**src/rtl/pwm_pkg.sv**
```systemverilog
// Shared types and constants for the complementary dead-time PWM stage.
package pwm_pkg;

  typedef enum logic [2:0] {
    IDLE     = 3'd0,
    DT_TO_HI = 3'd1,
    HI_ON    = 3'd2,
    DT_TO_LO = 3'd3,
    LO_ON    = 3'd4
  } dt_state_t;

  // Smallest gap ever inserted between the two drive sides.
  localparam int DT_MIN = 1;

endpackage

```
**src/rtl/pwm_deadtime_ch.sv**
```systemverilog
// One complementary output pair: dead-time FSM, gap counter and registered drives.
module pwm_deadtime_ch
  import pwm_pkg::*;
#(
  parameter int DT_WIDTH = 8
) (
  input  logic                clk,
  input  logic                rst_n,
  input  logic                i_run,
  input  logic                i_pwm_q,
  input  logic [DT_WIDTH-1:0] i_dt_eff,
  output logic                o_hi,
  output logic                o_lo
);

  localparam logic [DT_WIDTH-1:0] CntMin = DT_WIDTH'(DT_MIN);

  dt_state_t           r_state;
  dt_state_t           w_state_nxt;
  logic [DT_WIDTH-1:0] r_cnt;
  logic [DT_WIDTH-1:0] w_cnt_nxt;
  logic                r_prev_side;
  logic                w_prev_side_nxt;
  logic                r_prev_vld;
  logic                w_prev_vld_nxt;
  logic                r_hi;
  logic                r_lo;

  always_ff @(posedge clk or negedge rst_n) begin
    if (!rst_n) begin
      r_state     <= IDLE;
      r_cnt       <= '0;
      r_prev_side <= 1'b0;
      r_prev_vld  <= 1'b0;
      r_hi        <= 1'b0;
      r_lo        <= 1'b0;
    end else begin
      r_state     <= w_state_nxt;
      r_cnt       <= w_cnt_nxt;
      r_prev_side <= w_prev_side_nxt;
      r_prev_vld  <= w_prev_vld_nxt;
      r_hi        <= (w_state_nxt == HI_ON);
      r_lo        <= (w_state_nxt == LO_ON);
    end
  end

  // A reversal mid-gap may snap back to the side that was driven before the gap
  // only when a side was actually driven since the last idle period.
  always_comb begin
    w_state_nxt     = r_state;
    w_cnt_nxt       = r_cnt;
    w_prev_side_nxt = r_prev_side;
    w_prev_vld_nxt  = r_prev_vld;
    if (!i_run) begin
      w_state_nxt    = IDLE;
      w_cnt_nxt      = '0;
      w_prev_vld_nxt = 1'b0;
    end else begin
      unique case (r_state)
        IDLE: begin
          w_state_nxt = i_pwm_q ? DT_TO_HI : DT_TO_LO;
          w_cnt_nxt   = i_dt_eff;
        end
        DT_TO_HI: begin
          if (!i_pwm_q) begin
            if (r_prev_vld && !r_prev_side) begin
              w_state_nxt = LO_ON;
            end else begin
              w_state_nxt = DT_TO_LO;
              w_cnt_nxt   = i_dt_eff;
            end
          end else if (r_cnt <= CntMin) begin
            w_state_nxt     = HI_ON;
            w_prev_side_nxt = 1'b1;
            w_prev_vld_nxt  = 1'b1;
          end else begin
            w_cnt_nxt = r_cnt - 1'b1;
          end
        end
        HI_ON: begin
          if (!i_pwm_q) begin
            w_state_nxt = DT_TO_LO;
            w_cnt_nxt   = i_dt_eff;
          end
        end
        DT_TO_LO: begin
          if (i_pwm_q) begin
            if (r_prev_vld && r_prev_side) begin
              w_state_nxt = HI_ON;
            end else begin
              w_state_nxt = DT_TO_HI;
              w_cnt_nxt   = i_dt_eff;
            end
          end else if (r_cnt <= CntMin) begin
            w_state_nxt     = LO_ON;
            w_prev_side_nxt = 1'b0;
            w_prev_vld_nxt  = 1'b1;
          end else begin
            w_cnt_nxt = r_cnt - 1'b1;
          end
        end
        LO_ON: begin
          if (i_pwm_q) begin
            w_state_nxt = DT_TO_HI;
            w_cnt_nxt   = i_dt_eff;
          end
        end
        default: begin
          w_state_nxt = IDLE;
          w_cnt_nxt   = '0;
        end
      endcase
    end
  end

  assign o_hi = r_hi;
  assign o_lo = r_lo;

endmodule

```
**src/rtl/pwm_deadtime.sv**
```systemverilog
// Complementary gate-drive generator with dead-time insertion and latched fault shutdown.
module pwm_deadtime
  import pwm_pkg::*;
#(
  parameter int NUM_CHANNELS = 4,
  parameter int DT_WIDTH     = 8
) (
  input  logic                    clk,
  input  logic                    rst_n,
  input  logic                    i_enable,
  input  logic [NUM_CHANNELS-1:0] i_pwm,
  input  logic [DT_WIDTH-1:0]     i_deadtime,
  input  logic                    i_fault,
  input  logic                    i_fault_clr,
  output logic [NUM_CHANNELS-1:0] o_pwm_hi,
  output logic [NUM_CHANNELS-1:0] o_pwm_lo,
  output logic                    o_fault
);

  logic [NUM_CHANNELS-1:0] r_pwm_q;
  logic                    r_fault;
  logic [DT_WIDTH-1:0]     w_dt_eff;
  logic                    w_run;

  always_ff @(posedge clk or negedge rst_n) begin
    if (!rst_n) begin
      r_pwm_q <= '0;
      r_fault <= 1'b0;
    end else begin
      r_pwm_q <= i_pwm;
      if (i_fault) begin
        r_fault <= 1'b1;
      end else if (i_fault_clr) begin
        r_fault <= 1'b0;
      end
    end
  end

  assign w_dt_eff = (i_deadtime == '0) ? DT_WIDTH'(DT_MIN) : i_deadtime;
  // An incoming fault kills the drives on the same edge that latches it.
  assign w_run    = i_enable & ~r_fault & ~i_fault;
  assign o_fault  = r_fault;

  for (genvar g = 0; g < NUM_CHANNELS; g++) begin : g_ch
    pwm_deadtime_ch #(
      .DT_WIDTH(DT_WIDTH)
    ) u_ch (
      .clk     (clk),
      .rst_n   (rst_n),
      .i_run   (w_run),
      .i_pwm_q (r_pwm_q[g]),
      .i_dt_eff(w_dt_eff),
      .o_hi    (o_pwm_hi[g]),
      .o_lo    (o_pwm_lo[g])
    );
  end

endmodule

```
**config.mk**
```make
export PLATFORM = sky130hd
export DESIGN_NAME = pwm_deadtime
export DESIGN_NICKNAME = d
export VERILOG_FILES = /design/src/rtl/pwm_pkg.sv /design/src/rtl/pwm_deadtime_ch.sv /design/src/rtl/pwm_deadtime.sv
export SDC_FILE = /design/constraint.sdc
export NUM_CORES = 1
export LEC_CHECK = 0
export ABC_AREA = 0
export BUFFER_PORTS_ARGS = -buffer_cell sky130_fd_sc_hd__buf_2
export CORE_ASPECT_RATIO = 0.7
export CORE_MARGIN = 2
export CORE_UTILIZATION = 36
export DETAILED_ROUTE_END_ITERATION = 6
export GPL_TIMING_DRIVEN = 1
export PLACE_DENSITY_LB_ADDON = 0.3
export RECOVER_POWER = 50
export SYNTH_ARGS = -nofsm -noshare
export SYNTH_HDL_FRONTEND = slang
export SYNTH_SLANG_ARGS = --single-unit
```
**constraint.sdc**
```tcl
create_clock -name clk -period 2.8 [get_ports clk]
set_clock_uncertainty 0.15 [all_clocks]
set_input_delay 0.14 -clock clk [delete_from_list [all_inputs] [get_ports clk]]
set_output_delay 0.14 -clock clk [all_outputs]
set_load 0.05 [all_outputs]
```
==> run_results.csv, run 1 <==
group,metric,value,unit
flow_run,maxCapViolations,1,
final_layout,nets,540,
yosys,postSynthRegisterBits,65,
final_layout,fin_area,0.00479,sq mm
clocking,clock_tree.htree_level_count,3,
route,drtAntennaViolNets,0,
sta,rsz0062_at_grt,"no",
yosys,post_synthesis_instance_total,495,
place,place_hpwl,7.38,mm
worst_hold_path,worst_min_delay_path_category,"in -> reg",
global_routing,grt_first_pass_wirelength,17.5,mm
clocking,cts_tree,"built",
route,vias,3934,
floorplanning,placeable_core_region,0.0116,sq mm
power,pwr_density_cell,482,mW/mm^2
sta,slew_violations,32,
sta,relSlewSlack,-20.0,%
final_layout,synthToLayoutAreaGrowth,13.5,%
route,route.detailed.wl_per_inst,16.1,um
power,leakage,0.00208,uW
clocking,cts_hold_repair.buffers,7,
yosys,synthesis.yosys.warnings,0,
route,viasPerCell,5.83,
yosys,count_of_unique_library_cells_instantiated_by_yosys,63,
yosys,synth-async-reset-ratio,100,%
sta,worst_slew_pin_slew,1.80,ns
status,violations,"capacitance limit, slew limit",
final_layout,final_antenna_diode_count,0,
sta,setup_viol,0,
route,drc,0,
floorplanning,floorplan.initialDensity,36.5,%
global_routing,grt.overflow.total,0,
yosys,synth_top_area_cell,"sky130_fd_sc_hd__dfrtp_1",
worst_setup_path,timing.critical_path.to_type,"register",
clocking,cts.sinks,65,
worst_setup_path,crit_path_max_fanout,7,
yosys,syn_area,0.00422,sq mm
floorplanning,die_w,133,um
yosys,synth.top_cell.area_share,38.6,%
sta,achievable-frequency,0.401,GHz
clocking,clockRootBuffer,"sky130_fd_sc_hd__clkbuf_16",
yosys,leading_post_synthesis_cells_by_cell_area,"sky130_fd_sc_hd__dfrtp_1, sky130_fd_sc_hd__nand2_1, sky130_fd_sc_hd__a32o_1, sky130_fd_sc_hd__o21ai_0, sky130_fd_sc_hd__nor2_1",
clocking,cts_post_setup_buffers_inserted,0,
worst_setup_path,cp-start-kind,"register",
clocking,clock_insertion_delay_worst_skew,0.33,ns
place,gp_routability_congestion,0.867,
final_layout,area.sequential,0.00163,sq mm
floorplanning,design.portCount,26,
global_routing,grt.total_usage,17.5,%
yosys,ys_dominant_reg_cell,"sky130_fd_sc_hd__dfrtp_1",
route,drt-total-wl,10.8,mm
yosys,synth_edf_count,0,
yosys,post_synth.cell_area_avg,8.52,sq um
route,first_drt_iteration_drcs,397,
floorplanning,design.die.area,0.0126,sq mm
sta,timing.final.crit_share,89.0,%
sta,finalHoldViolCount,0,
worst_setup_path,critical_path_class,"reg -> reg",
yosys,register_area_share_after_synthesis,38.6,%
sta,final_critical_path_required_period,2.49,ns
worst_setup_path,critical_path_arrival,2.56,ns
global_routing,grt_pass1_vias,3491,
final_layout,fillCellCount,1162,
final_layout,post_route_cells_drive_above_1_share,8.69,%
clocking,cts-resized-gates,0,
clocking,clock_tree.buffer_depth,2,
sta,fin_setup_tns,0,ns
place,detailed_place.area,0.00447,sq mm
status,status,"finished, violations left",
worst_setup_path,critPathRequiredTime,2.87,ns
floorplanning,fp-row-count,33,
global_routing,antenna_violations_before_repair,0,
final_layout,area_of_the_multi_input_gates,0.00237,sq mm
power,peakVddDrop,0.289,mV
floorplanning,die-height,94.6,um
route,firstDrtPassIters,6,
clocking,cts_inserted_buffers,9,
yosys,mappedNetlistNets,520,
place,port_buffers,25,
clocking,cts.reportedPaths.clkPinSlew,0.06,ns
global_routing,grt_start_max_net_pins,35,
==> worst max-delay path, stage by stage, from the launching register on <==
cell and delay (ns):
sky130_fd_sc_hd__dfrtp_1 0.41, sky130_fd_sc_hd__or4_4 0.57, sky130_fd_sc_hd__or4_1 0.59, sky130_fd_sc_hd__nand3_1 0.29, sky130_fd_sc_hd__nor4_1 0.09, sky130_fd_sc_hd__a311o_1 0.28
==> stage by stage <==
step | total power (uW) | utilization, % | hold slack [ns] | cells | setup WS [ns]
after floorplan | 1190 | - | -0.306 | 495 | 0.427
after global placement | 1270 | 38.6 | 0.0981 | 654 | 0.382
after detailed placement | 1280 | 38.6 | 0.101 | 654 | 0.347
after CTS | 2330 | 41.5 | 0.0296 | 675 | 0.322
after global routing | 2410 | 41.4 | 0.0396 | 675 | 0.189
final | 2310 | 41.4 | 0.0208 | 675 | 0.309
==> per-layer routing <==
| metal | wire length (um) | track usage, % |
|---|---|---|
| met5 | 0 | 0 |
| met4 | 230 | 6.83 |
| met3 | 610 | 4.29 |
| met2 | 4780 | 26.6 |
| met1 | 5230 | 24.2 |
==> power breakdown <==
part           total (uW)  internal [uW]  switching (uW)
clock                1040            639             398
combinational         271            107             163
sequential           1000            962            39.4
total                2310           1710             601
==> path summary, 6_finish.rpt <==
path,from,endpoint,slack [ns],cells past startpoint
setup reg to reg,g_ch[2].u_ch.r_cnt[3],g_ch[2].u_ch.r_cnt[6],0.31,5
hold reg to reg,g_ch[0].u_ch.r_cnt[4],g_ch[0].u_ch.r_cnt[4],0.37,1
max in group asynchronous,rst_n,g_ch[3].u_ch.r_state[0],0.78,2
hold / removal,i_deadtime[6],g_ch[2].u_ch.r_cnt[6],0.02,2
min in group asynchronous,rst_n,g_ch[0].u_ch.r_prev_side,0.68,2
setup / recovery,g_ch[2].u_ch.r_cnt[3],g_ch[2].u_ch.r_cnt[6],0.31,5
==> area by class of cell <==
type | instances | share of cell area, %
sequential | 65 | 34.0
multi-input combinational | 377 | 49.4
timing repair buffer | 39 | 5.18
clock buffer | 14 | 5.51
inverter | 23 | 1.80
tap | 157 | 4.10
==> kinds of logic after synthesis <==
logic type | after synthesis | share of synthesized area, %
DFF | 65 | 38.6
buffers and inverters | 53 | 5.46
and+or+nand+nor | 187 | 22.3
AOI/OAI and AO/OA | 170 | 28.7
xor gates and xnor gates | 9 | 1.87
adders and majority gates | 8 | 2.37
muxes | 3 | 0.771
==> sequential cells by signal, summed over array words and instances, names as in the netlist <==
| register | flops |
|---|---|
| g_ch.u_ch.o_hi | 4 |
| g_ch.u_ch.o_lo | 4 |
| g_ch.u_ch.r_cnt | 32 |
| g_ch.u_ch.r_prev_side | 4 |
| g_ch.u_ch.r_prev_vld | 4 |
| g_ch.u_ch.r_state | 12 |
| o_fault | 1 |
| r_pwm_q | 4 |
==> placed cells by master (no fill, tap or decap), drive strengths merged, types with 4 or more instances in the layout <==
cell | synthesis | layout
dfrtp | 65 | 65
nand2 | 50 | 50
nor2 | 40 | 40
o21ai | 36 | 36
a21oi | 30 | 30
nor3 | 27 | 27
clkbuf | 21 | 24
inv | 23 | 23
buf | 9 | 22
a32o | 18 | 18
nor2b | 13 | 13
a22o | 11 | 11
nand3 | 9 | 9
o22ai | 9 | 9
ha | 8 | 8
or3 | 7 | 7
nor4 | 7 | 7
dlygate4sd3 | 0 | 7
and2 | 6 | 6
o21a | 6 | 6
a31oi | 5 | 5
o21bai | 5 | 5
a21boi | 5 | 5
xnor2 | 5 | 5
and3 | 4 | 4
xor2 | 4 | 4
o2bb2ai | 4 | 4
a32oi | 4 | 4
nor3b | 4 | 4
or4 | 4 | 4
==> synthesized netlist by cell type (3+ instances only) <==
library cell                count
sky130_fd_sc_hd__o21bai_1       5
sky130_fd_sc_hd__a21boi_0       5
sky130_fd_sc_hd__inv_1         23
sky130_fd_sc_hd__a32o_1        18
sky130_fd_sc_hd__a22o_1        11
sky130_fd_sc_hd__or3_1          7
sky130_fd_sc_hd__a21o_1         3
sky130_fd_sc_hd__a211o_1        3
sky130_fd_sc_hd__a31oi_1        5
sky130_fd_sc_hd__o21a_1         6
sky130_fd_sc_hd__nand2b_1       3
sky130_fd_sc_hd__nor2_1        40
sky130_fd_sc_hd__xor2_1         4
sky130_fd_sc_hd__dfrtp_1       65
sky130_fd_sc_hd__and2_1         6
sky130_fd_sc_hd__nand3b_1       3
sky130_fd_sc_hd__nand3_1        9
sky130_fd_sc_hd__a32oi_1        4
sky130_fd_sc_hd__or4_1          3
sky130_fd_sc_hd__o2bb2ai_1      4
sky130_fd_sc_hd__nor4_1         7
sky130_fd_sc_hd__o22ai_1        9
sky130_fd_sc_hd__nand2_1       50
sky130_fd_sc_hd__clkbuf_1      21
sky130_fd_sc_hd__buf_4          8
sky130_fd_sc_hd__nor3b_1        4
sky130_fd_sc_hd__a221oi_1       3
sky130_fd_sc_hd__nor3_1        27
sky130_fd_sc_hd__ha_1           8
sky130_fd_sc_hd__o211ai_1       3
sky130_fd_sc_hd__nor2b_1       13
sky130_fd_sc_hd__a2111oi_0      3
sky130_fd_sc_hd__a21oi_1       29
sky130_fd_sc_hd__or2_2          3
sky130_fd_sc_hd__xnor2_1        5
sky130_fd_sc_hd__o21ai_0       35
sky130_fd_sc_hd__and3_1         4
Note: power is estimated with default switching activity, not from simulation.
==> run 2, diff against run 1 <==
CTS_BUF_LIST = sky130_fd_sc_hd__clkbuf_8   (was unset)
==> run 2 against run 1 <==
- the run still ends with capacitance limit, slew limit left
- combinational power hardly changed
- flip-flop and latch count did not move
- die area is the same
- critical path depth did not move
- clock-buffer cell count shrank 3
- global-route usage decreased by 0.39 points
- hold slack got worse by 0.0098 ns
- clock power shrank 33%
- sequential share of layout area is 0.73 points higher
- cell area decreased by 2.1%
- first-iteration DRC count is 14% higher
- register-to-register slack about the same
- critical endpoint is now g_ch[2].u_ch.r_cnt[1]
- largest power group is now sequential cells
- highest routed layer unchanged
==> run_results.csv, run 2 (synthesis results as in run 1) <==
group,metric,value,unit
floorplanning,placeable_core_region,0.0116,sq mm
final_layout,mostFrequentLayoutCell,"sky130_fd_sc_hd__dfrtp_1",
worst_setup_path,critical_path_arrival,2.57,ns
sta,slew_violations,32,
clocking,cts.reportedPaths.clkPinSlew,0.07,ns
sta,finalHoldViolCount,0,
floorplanning,fp-row-count,33,
sta,final_critical_path_required_period,2.49,ns
final_layout,synthToLayoutAreaGrowth,11.1,%
route,drt-total-wl,10.7,mm
worst_setup_path,critPathRequiredTime,2.88,ns
global_routing,grt.overflow.total,0,
route,route.detailed.wl_per_inst,15.8,um
worst_setup_path,rr_startpoint,"g_ch[2].u_ch.r_cnt[3]",
place,port_buffers,25,
final_layout,final_cell_mix,"sky130_fd_sc_hd__dfrtp_1, sky130_fd_sc_hd__nand2_1, sky130_fd_sc_hd__nor2_1",
status,violations,"capacitance limit, slew limit",
final_layout,post_route_cells_drive_above_1_share,8.88,%
floorplanning,design.die.area,0.0126,sq mm
status,status,"finished, violations left",
sta,finalHoldWorstSlack,0.0110,ns
worst_setup_path,ff2ff_setup_slack,0.31,ns
floorplanning,design.portCount,26,
final_layout,fillCellCount,1171,
final_layout,nets,540,
route,drtAntennaViolNets,0,
clocking,cts_tree,"built",
worst_hold_path,worst_min_delay_path_category,"in -> reg",
clocking,clock_tree.buffer_depth,2,
global_routing,grt_first_pass_wirelength,17.3,mm
worst_setup_path,r2r.worst_path.cells,5,
clocking,cts_hold_repair.buffers,7,
route,vias,3883,
worst_hold_path,holdPathStages,2,
sta,setup_viol,0,
final_layout,largest_registers,"g_ch.u_ch.r_cnt: 32 flops, g_ch.u_ch.r_state: 12 flops",
clocking,cts_inserted_buffers,9,
global_routing,grt.total_usage,17.1,%
global_routing,grt_start_max_net_pins,35,
sta,fin_setup_tns,0,ns
route,viasPerCell,5.75,
clocking,clock_tree.htree_level_count,3,
worst_hold_path,worst_hold_startpoint,"i_deadtime[6]",
clocking,clock_insertion_delay_worst_skew,0.34,ns
final_layout,largest_register_by_flop_count,"g_ch.u_ch.r_cnt",
worst_setup_path,critical_path_class,"reg -> reg",
clocking,cts-resized-gates,0,
sta,relSlewSlack,-19.1,%
power,leakage,0.00205,uW
worst_hold_path,endpoint_of_the_worst_hold_timing_path,"g_ch[2].u_ch.r_cnt[6]",
floorplanning,die-height,94.6,um
route,firstDrtPassIters,5,
clocking,cts_post_setup_buffers_inserted,0,
power,peakVddDrop,0.178,mV
place,gp_routability_congestion,0.867,
worst_setup_path,regToRegEndpoint,"g_ch[2].u_ch.r_cnt[1]",
route,first_drt_iteration_drcs,452,
worst_setup_path,crit_path_max_fanout,7,
clocking,clockRootBuffer,"sky130_fd_sc_hd__clkbuf_8",
final_layout,largest_reg_flops,32,
power,pwr_density_cell,420,mW/mm^2
sta,achievable-frequency,0.401,GHz
place,place_hpwl,7.38,mm
final_layout,final_antenna_diode_count,0,
clocking,cts.sinks,65,
sta,rsz0062_at_grt,"no",
floorplanning,die_w,133,um
worst_setup_path,timing.critical_path.to_type,"register",
global_routing,antenna_violations_before_repair,0,
route,drc,0,
worst_setup_path,cp-start-kind,"register",
global_routing,grt_pass1_vias,3511,
sta,worst_slew_pin_slew,1.79,ns
sta,timing.final.crit_share,89.0,%
floorplanning,floorplan.initialDensity,36.5,%
flow_run,maxCapViolations,1,
[run 2: layout make-up]
class | instances | area (sq um) | area share (%)
clock inverter | 3 | 11.3 | 0.240
timing repair buffer | 39 | 249 | 5.31
tap | 157 | 196 | 4.19
clock buffer | 11 | 151 | 3.23
multi-input combinational | 377 | 2370 | 50.5
inverter | 23 | 86.3 | 1.84
sequential | 65 | 1630 | 34.7
[run 2: critical path, stage by stage, from the launching register on]
cell                      delay, ns
sky130_fd_sc_hd__dfrtp_1       0.42
sky130_fd_sc_hd__or4_4         0.57
sky130_fd_sc_hd__or4_1         0.59
sky130_fd_sc_hd__nand3_1       0.28
sky130_fd_sc_hd__o21ai_0       0.13
sky130_fd_sc_hd__a22o_1        0.24
[run 2: layer usage]
metal	share of wire, %	global-route usage (%)	wire (um)
met4	2.0	6.38	216
met3	5.9	3.92	632
met1	48	23.8	5140
met5	0	0	0
met2	44	26.2	4670
[run 2: through the flow]
| stage | std cells | power (uW) | setup slack [ns] | cell area [sq um] | util, % |
|---|---|---|---|---|---|
| final | 675 | 1970 | 0.308 | 4690 | 40.5 |
| after global routing | 675 | 2070 | 0.186 | 4690 | 40.5 |
| after CTS | 675 | 2000 | 0.319 | 4700 | 40.6 |
| after detailed placement | 654 | 1280 | 0.347 | 4470 | 38.6 |
| after global placement | 654 | 1270 | 0.382 | 4470 | 38.6 |
| after floorplan | 495 | 1190 | 0.427 | 4220 | - |
[run 2: worst max path at each step]
stage / startpoint / end / slack (ns) / cells after the start
after floorplan: o_fault / g_ch[0].u_ch.r_cnt[5] / 0.43 / 4
after global placement: g_ch[2].u_ch.r_cnt[3] / g_ch[2].u_ch.r_cnt[6] / 0.38 / 5
after detailed placement: g_ch[2].u_ch.r_cnt[3] / g_ch[2].u_ch.r_cnt[6] / 0.35 / 5
after CTS: g_ch[2].u_ch.r_cnt[3] / g_ch[2].u_ch.r_cnt[6] / 0.32 / 5
after global routing: g_ch[2].u_ch.r_cnt[3] / g_ch[2].u_ch.r_cnt[5] / 0.19 / 5
final: g_ch[2].u_ch.r_cnt[3] / g_ch[2].u_ch.r_cnt[1] / 0.31 / 5
[run 2: power breakdown]
| group | leakage, uW | internal (uW) | total [uW] | switching [uW] |
|---|---|---|---|---|
| Sequential | 0.000877 | 960 | 1000 | 39.1 |
| Clock | 0.0000951 | 351 | 698 | 347 |
| Combinational | 0.00108 | 108 | 270 | 163 |
